`config.mk`:
```
export PLATFORM = sky130hd
export DESIGN_NAME = exec_wb_buffer
export DESIGN_NICKNAME = d
export VERILOG_FILES = /design/src/rtl/exec_wb_buffer_pkg.sv /design/src/rtl/exec_wb_buffer_slot.sv /design/src/rtl/exec_wb_buffer.sv
export SDC_FILE = /design/constraint.sdc
export NUM_CORES = 1
export LEC_CHECK = 0
export ABC_AREA = 0
export ABC_CLOCK_PERIOD_IN_PS = 3200
export BUFFER_PORTS_ARGS = -buffer_cell sky130_fd_sc_hd__buf_4
export CAP_MARGIN = 40
export CELL_PAD_IN_SITES_DETAIL_PLACEMENT = 0
export CELL_PAD_IN_SITES_GLOBAL_PLACEMENT = 1
export CORE_MARGIN = 5
export CORE_UTILIZATION = 35
export DETAILED_ROUTE_END_ITERATION = 8
export GPL_ROUTABILITY_DRIVEN = 0
export PLACE_DENSITY_LB_ADDON = 0.1
export SLEW_MARGIN = 20
export SYNTH_ARGS = -nofsm -noshare
export SYNTH_HDL_FRONTEND = slang
export SYNTH_HIERARCHICAL = 1
export SYNTH_SLANG_ARGS = --single-unit
```
`constraint.sdc`:
```
create_clock -name clk -period 3.2 [get_ports clk]
set_clock_uncertainty 0.2 [all_clocks]
set_input_delay 0.64 -clock clk [delete_from_list [all_inputs] [get_ports clk]]
set_output_delay 0.64 -clock clk [all_outputs]
set_load 0.005 [all_outputs]
```
`src/rtl/exec_wb_buffer_pkg.sv`:
```
`default_nettype none
// ============================================================================
//  Module      : exec_wb_buffer_pkg
//  Description : Shared widths, flag bit positions, the buffered entry record
//                and the flag-forwarding selection helper for the
//                execute->writeback boundary buffer.
//  Revision    : 1.0 - initial release
// ============================================================================
package exec_wb_buffer_pkg;

    // Datapath widths
    localparam int W_OPR      = 32;
    localparam int W_FLAGS    = 4;
    localparam int W_REG_ADDR = 5;

    // Flag vector layout: {overflow, sign, zero, carry}
    localparam int FLAG_C = 0;
    localparam int FLAG_Z = 1;
    localparam int FLAG_S = 2;
    localparam int FLAG_V = 3;

    // One buffered ALU result on its way to writeback
    typedef struct packed {
        logic [W_OPR-1:0]      result;
        logic [W_FLAGS-1:0]    flags;
        logic [W_REG_ADDR-1:0] dst;
        logic                  we;
        logic                  setf;
    } wb_entry_t;

    // The youngest in-flight flag producer wins; with none in flight the
    // next ALU op sees the committed architectural flags.
    function automatic logic [W_FLAGS-1:0] select_fwd_flags(
        input logic                 skid_valid,
        input wb_entry_t            skid,
        input logic                 main_valid,
        input wb_entry_t            main,
        input logic [W_FLAGS-1:0]   committed
    );
        logic [W_FLAGS-1:0] sel;
        sel = committed;
        if (skid_valid && skid.setf) begin
            sel = skid.flags;
        end else if (main_valid && main.setf) begin
            sel = main.flags;
        end
        return sel;
    endfunction

endpackage : exec_wb_buffer_pkg
`default_nettype wire

```
`src/rtl/exec_wb_buffer_slot.sv`:
```
`default_nettype none
// ============================================================================
//  Module      : exec_wb_slot
//  Description : One storage slot of the execute->writeback buffer. Holds a
//                valid bit plus the full entry record.
//  Ports       : clk, rst   - clock, synchronous active-high reset
//                load       - capture d and mark the slot valid
//                clear      - invalidate the slot (wins over load)
//                d          - entry to capture
//                valid, q   - slot occupancy and stored entry
//  Revision    : 1.0 - initial release
// ============================================================================
module exec_wb_slot
    import exec_wb_buffer_pkg::*;
(
    input  logic      clk,
    input  logic      rst,
    input  logic      load,
    input  logic      clear,
    input  wb_entry_t d,
    output logic      valid,
    output wb_entry_t q
);

    logic      r_valid;
    wb_entry_t r_entry;

    // Reset zeroes the payload so the writeback outputs come up at zero.
    // Clear only drops the valid bit: the payload of an empty slot is
    // don't-care and every consumer qualifies it with valid.
    always_ff @(posedge clk) begin
        if (rst) begin
            r_valid <= 1'b0;
            r_entry <= '0;
        end else if (clear) begin
            r_valid <= 1'b0;
        end else if (load) begin
            r_valid <= 1'b1;
            r_entry <= d;
        end
    end

    assign valid = r_valid;
    assign q     = r_entry;

endmodule : exec_wb_slot
`default_nettype wire

```
`src/rtl/exec_wb_buffer.sv`:
```
`default_nettype none
// ============================================================================
//  Module      : exec_wb_buffer
//  Description : Registered execute->writeback boundary. Two-entry skid
//                buffer (main = oldest, skid = second) so the upstream ready
//                is a pure flop output while one entry per cycle still flows.
//                Owns the architectural flag register, committed at retire.
//  Ports       : clk, rst             - clock, synchronous active-high reset
//                flush_i              - discard every buffered entry
//                ex_valid_i/ex_ready_o- execute-side handshake
//                ex_result_i, ex_flags_i, ex_dst_i, ex_we_i, ex_setf_i
//                                     - entry payload from the ALU
//                wb_valid_o/wb_ready_i- writeback-side handshake
//                wb_result_o, wb_dst_o, wb_we_o
//                                     - oldest entry toward writeback
//                flags_o              - committed architectural flags
//                flags_fwd_o          - youngest in-flight flags
//  Revision    : 1.0 - initial release
// ============================================================================
module exec_wb_buffer
    import exec_wb_buffer_pkg::*;
(
    input  logic                  clk,
    input  logic                  rst,
    input  logic                  flush_i,
    input  logic                  ex_valid_i,
    output logic                  ex_ready_o,
    input  logic [W_OPR-1:0]      ex_result_i,
    input  logic [W_FLAGS-1:0]    ex_flags_i,
    input  logic [W_REG_ADDR-1:0] ex_dst_i,
    input  logic                  ex_we_i,
    input  logic                  ex_setf_i,
    output logic                  wb_valid_o,
    input  logic                  wb_ready_i,
    output logic [W_OPR-1:0]      wb_result_o,
    output logic [W_REG_ADDR-1:0] wb_dst_o,
    output logic                  wb_we_o,
    output logic [W_FLAGS-1:0]    flags_o,
    output logic [W_FLAGS-1:0]    flags_fwd_o
);

    // Occupancy states
    localparam logic [1:0] S_EMPTY = 2'd0;
    localparam logic [1:0] S_ONE   = 2'd1;
    localparam logic [1:0] S_TWO   = 2'd2;

    logic [1:0]         r_state;
    logic [1:0]         w_state_nxt;
    logic               r_ex_ready;
    logic [W_FLAGS-1:0] r_flags;

    wb_entry_t          w_in_entry;
    wb_entry_t          w_main_d;
    wb_entry_t          w_main_q;
    wb_entry_t          w_skid_q;
    logic               w_main_valid;
    logic               w_skid_valid;
    logic               w_main_load;
    logic               w_main_clear;
    logic               w_skid_load;
    logic               w_skid_clear;
    logic               w_accept;
    logic               w_retire;

    assign w_in_entry = '{result: ex_result_i,
                          flags:  ex_flags_i,
                          dst:    ex_dst_i,
                          we:     ex_we_i,
                          setf:   ex_setf_i};

    assign w_accept = ex_valid_i & r_ex_ready;
    assign w_retire = w_main_valid & wb_ready_i;

    // ------------------------------------------------------------------
    // Control: decide slot loads/clears and the next occupancy state.
    // The main slot always holds the oldest entry, so in TWO a retire
    // promotes skid into main; in ONE a simultaneous accept+retire just
    // overwrites main, keeping the skid slot free.
    // ------------------------------------------------------------------
    always_comb begin
        w_state_nxt  = r_state;
        w_main_load  = 1'b0;
        w_main_clear = 1'b0;
        w_skid_load  = 1'b0;
        w_skid_clear = 1'b0;
        w_main_d     = w_in_entry;

        case (r_state)
            S_EMPTY: begin
                if (w_accept) begin
                    w_main_load = 1'b1;
                    w_state_nxt = S_ONE;
                end
            end
            S_ONE: begin
                if (w_accept && w_retire) begin
                    w_main_load = 1'b1;
                end else if (w_accept) begin
                    w_skid_load = 1'b1;
                    w_state_nxt = S_TWO;
                end else if (w_retire) begin
                    w_main_clear = 1'b1;
                    w_state_nxt  = S_EMPTY;
                end
            end
            S_TWO: begin
                if (w_retire) begin
                    w_main_d     = w_skid_q;
                    w_main_load  = 1'b1;
                    w_skid_clear = 1'b1;
                    w_state_nxt  = S_ONE;
                end
            end
            default: begin
                w_main_clear = 1'b1;
                w_skid_clear = 1'b1;
                w_state_nxt  = S_EMPTY;
            end
        endcase

        // A flush throws away everything, including whatever was being
        // accepted or retired in the same cycle.
        if (flush_i) begin
            w_main_load  = 1'b0;
            w_skid_load  = 1'b0;
            w_main_clear = 1'b1;
            w_skid_clear = 1'b1;
            w_state_nxt  = S_EMPTY;
        end
    end

    // Ready is registered alongside the state so upstream never sees a
    // combinational path from wb_ready_i.
    always_ff @(posedge clk) begin
        if (rst) begin
            r_state    <= S_EMPTY;
            r_ex_ready <= 1'b1;
        end else begin
            r_state    <= w_state_nxt;
            r_ex_ready <= (w_state_nxt != S_TWO);
        end
    end

    // Architectural flags commit only when a flag-setting entry actually
    // retires; a flush in the same cycle cancels that retire.
    always_ff @(posedge clk) begin
        if (rst) begin
            r_flags <= '0;
        end else if (w_retire && !flush_i && w_main_q.setf) begin
            r_flags <= w_main_q.flags;
        end
    end

    // ------------------------------------------------------------------
    // Storage
    // ------------------------------------------------------------------
    exec_wb_slot u_main_slot (
        .clk   (clk),
        .rst   (rst),
        .load  (w_main_load),
        .clear (w_main_clear),
        .d     (w_main_d),
        .valid (w_main_valid),
        .q     (w_main_q)
    );

    exec_wb_slot u_skid_slot (
        .clk   (clk),
        .rst   (rst),
        .load  (w_skid_load),
        .clear (w_skid_clear),
        .d     (w_in_entry),
        .valid (w_skid_valid),
        .q     (w_skid_q)
    );

    // ------------------------------------------------------------------
    // Outputs
    // ------------------------------------------------------------------
    assign ex_ready_o  = r_ex_ready;
    assign wb_valid_o  = w_main_valid;
    assign wb_result_o = w_main_q.result;
    assign wb_dst_o    = w_main_q.dst;
    assign wb_we_o     = w_main_valid & w_main_q.we;
    assign flags_o     = r_flags;
    assign flags_fwd_o = select_fwd_flags(w_skid_valid, w_skid_q,
                                          w_main_valid, w_main_q, r_flags);

endmodule : exec_wb_buffer
`default_nettype wire
```
==> run_results.csv <==
group,metric,value,unit
status,outcome,"complete, no violations",
clock_network,ctsHoldBuffers,0,
yosys,syn_inst,498,
power,powerDensity,397.4,nW/µm²
sta,fin_crit,2.463,ns
routing,final_antenna_net_count,0,
floorplan,die_h,133.4,µm
global_routing,first_global_vias,4089,
yosys,synth.cell_area,5326,µm²
yosys,synth_top_family_by_area,"simple AND/OR/NAND/NOR gates",
routing,firstDrtPassIters,4,
run,cap_violations,0,
worst_setup_path,cp.required,2.36,ns
finish,fin_nets,617,
routing,dr.first_iter.drc_count,135,
sta,maxSlewViolCount,0,
worst_setup_path,path_depth,4,
finish,multi_input_area,3168,µm²
floorplan,die-area,17780,µm²
clock_network,cts.sinks,95,
power,leakagePower,2.584,nW
worst_setup_path,start_kind,"register",
clock_network,clkTransAtPathRegs,0.07,ns
finish,fill_cells,1471,
floorplan,floorplan.initialDensity,0.3530,
yosys,synth_fa_ha_area_frac,0,
yosys,syn-num-nets,546,
global_routing,track_usage,0.1547,
clock_network,insertion_delay,0.34,ns
worst_setup_path,cp_max_fo,8,
yosys,ys_seq_area_frac,0.3571,
global_routing,antenna_found_initial,0,
clock_network,cts_tree,"yes",
routing,wire_per_inst,18.00,µm
routing,wl,13680,µm
worst_setup_path,worstSetupEndpointType,"output port",
worst_setup_path,cp_slowest_stage_delay,0.48,ns
worst_setup_path,cp_slowest_cell,"dfxtp_1",
worst_setup_path,crit_type,"register to output port",
sta,slew_headroom,0.6588,
floorplan,ios,96,
global_routing,gr-total-overflow,0,
yosys,ys_async_sr_fraction,0,
clock_network,root_buffer,"clkbuf_16",
sta,period_share,0.7697,
place,port_buffers,95,
place,hpwl,8406,µm
sta,tightest_slew,0.5118,ns
clock_network,ctsResizeCount,0,
yosys,synth.yosys.warnings,6,
yosys,synth_edf_count,0,
power,power.total,0.002557,W
routing,drcViolationCount,0,
clock_network,clock_tree.buffer_depth,2,
yosys,synth_top_area_frac,0.3571,
sta,setup-tns-final,0,ns
sta,hold_violations,0,
min_path,hp-class,"register to register",
yosys,synth-simple-area-share,0.3209,
yosys,synthMuxAreaShare,0.1360,
finish,drive_above_1_share,0.4003,
yosys,synth_area_leaders,"dfxtp_1 36%, nand4bb_1 18%, mux2_4 11%",
floorplan,fp.dieW,133.4,µm
yosys,synthXorXnorAreaFrac,0,
clock_network,post_cts_buffers,0,
min_path,min_path_cells,2,
floorplan,row_count,45,
power,peakVddDrop,0.2272,mV
finish,n_antenna_cell,0,
worst_setup_path,crit_buf_inv,1,
yosys,synth_flop_cell,"dfxtp_1",
sta,rsz0062_at_grt,"false",
clock_network,cts-buffers-inserted,9,
worst_setup_path,cp.arrival,1.62,ns
clock_network,htreeDepth,3,
finish,final-seq-area,1902,µm²
yosys,synth-compound-area-share,0.1320,
routing,vias_per_cell,5.221,
yosys,ys_ff_latch,95,
yosys,yosysUniqueCellTypes,33,
yosys,synth.avg_cell_area,10.70,µm²
global_routing,grt_max_degree,69,
floorplan,core,15090,µm²
sta,clock.fmax,0.4060,GHz
routing,vias,3968,
worst_setup_path,rr_worst_depth,6,
worst_setup_path,critPathTopFamily,"flip-flops",
sta,setup_viol,0,
global_routing,grt_first_pass_wirelength,22200,µm
worst_setup_path,crit_path_cell_trace,"nand2_1 -> mux2i_1 -> o21ai_0 -> buf_4",
yosys,yosysTopAreaCell,"dfxtp_1",
finish,flow.area_growth_from_synthesis,20.81,%
## layout make-up
class / count / share of cell area
Timing Repair Buffer: 108 / 0.1338
Clock inverter: 1 / 0.0007778
Tap cell: 188 / 0.03655
Inverter: 1 / 0.0005833
Sequential cell: 95 / 0.2955
Clock buffer: 13 / 0.04044
Multi-Input combinational cell: 354 / 0.4923
## cells by family after synthesis
family | count (synthesis)
flip-flops | 95
AO/OA/AOI/OAI | 96
multiplexers | 52
buffers and inverters | 49
AND/OR/NAND/NOR | 206
## metal layers
layer,up-vias,routed length (µm),GRT usage
li1,1957,-,-
met1,1931,6620,0.2093
met3,15,447,0.02795
met2,65,6367,0.2466
met4,0,245,0.05771
met5,-,0,0
## flip-flops by register name, summed over array words and instances (netlist names)
name               flops
ex_ready_o             1
flags_o                4
u_main_slot/q         43
r_state                2
u_main_slot/valid      1
u_skid_slot/q         43
u_skid_slot/valid      1
## tightest hold or removal path, stage by stage, from the launching register on
cell and delay [ns]:
dfxtp_1 0.31, nand2b_1 0.06, o21ai_1 0.05
## report_power, final
part,leakage [nW],switching (W),internal (W)
sequential,0.768,0.0000178,0.00121
combinational,1.68,0.000137,0.000176
clock,0.132,0.000458,0.000561
total,2.58,0.000613,0.00194
## placed cells by master (no fill, tap or decap), types with 7 or more instances in the layout
cell / count
buf_4: 104
dfxtp_1: 95
nand2b_1: 86
nand4bb_1: 86
o21ai_2: 58
mux2_4: 40
o21ai_1: 28
mux2i_1: 9
clkbuf_16: 9
nand2_1: 8
nor2_1: 7
## final timing paths
check / slack, ns / from / endpoint
worst max-delay path: 0.74 / u_main_slot/valid / flags_fwd_o[2]
worst min-delay path: 0.26 / u_skid_slot/q[25] / u_skid_slot/q[25]
worst max register to register: 0.98 / u_main_slot/valid / u_main_slot/q[21]
worst min register to register: 0.26 / u_skid_slot/q[25] / u_skid_slot/q[25]
## cell usage after synthesis, types with 6 or more instances
cell type,count
dfxtp_1,95
nand2b_1,87
nand4bb_1,86
o21ai_2,58
mux2_4,40
o21ai_1,28
clkbuf_1,27
buf_6,12
mux2i_1,9
buf_2,8
nand2_1,8
nor2_1,7
o21ai_0,6
## metrics by stage
step / instance area (µm²) / util / hold WS, ns / cells / setup WS, ns
final: 6435 / 0.4265 / 0.2642 / 760 / 0.7371
after global routing: 6435 / 0.4265 / 0.2885 / 760 / 0.6074
after CTS: 6435 / 0.4265 / 0.2691 / 760 / 0.7220
after floorplan: 5326 / - / 0.2398 / 498 / 0.6750
after detailed placement: 6170 / 0.4089 / 0.2581 / 746 / 0.7068
after global placement: 6150 / 0.4075 / 0.2496 / 745 / 0.7688
Power figures use the tool's default switching activity.
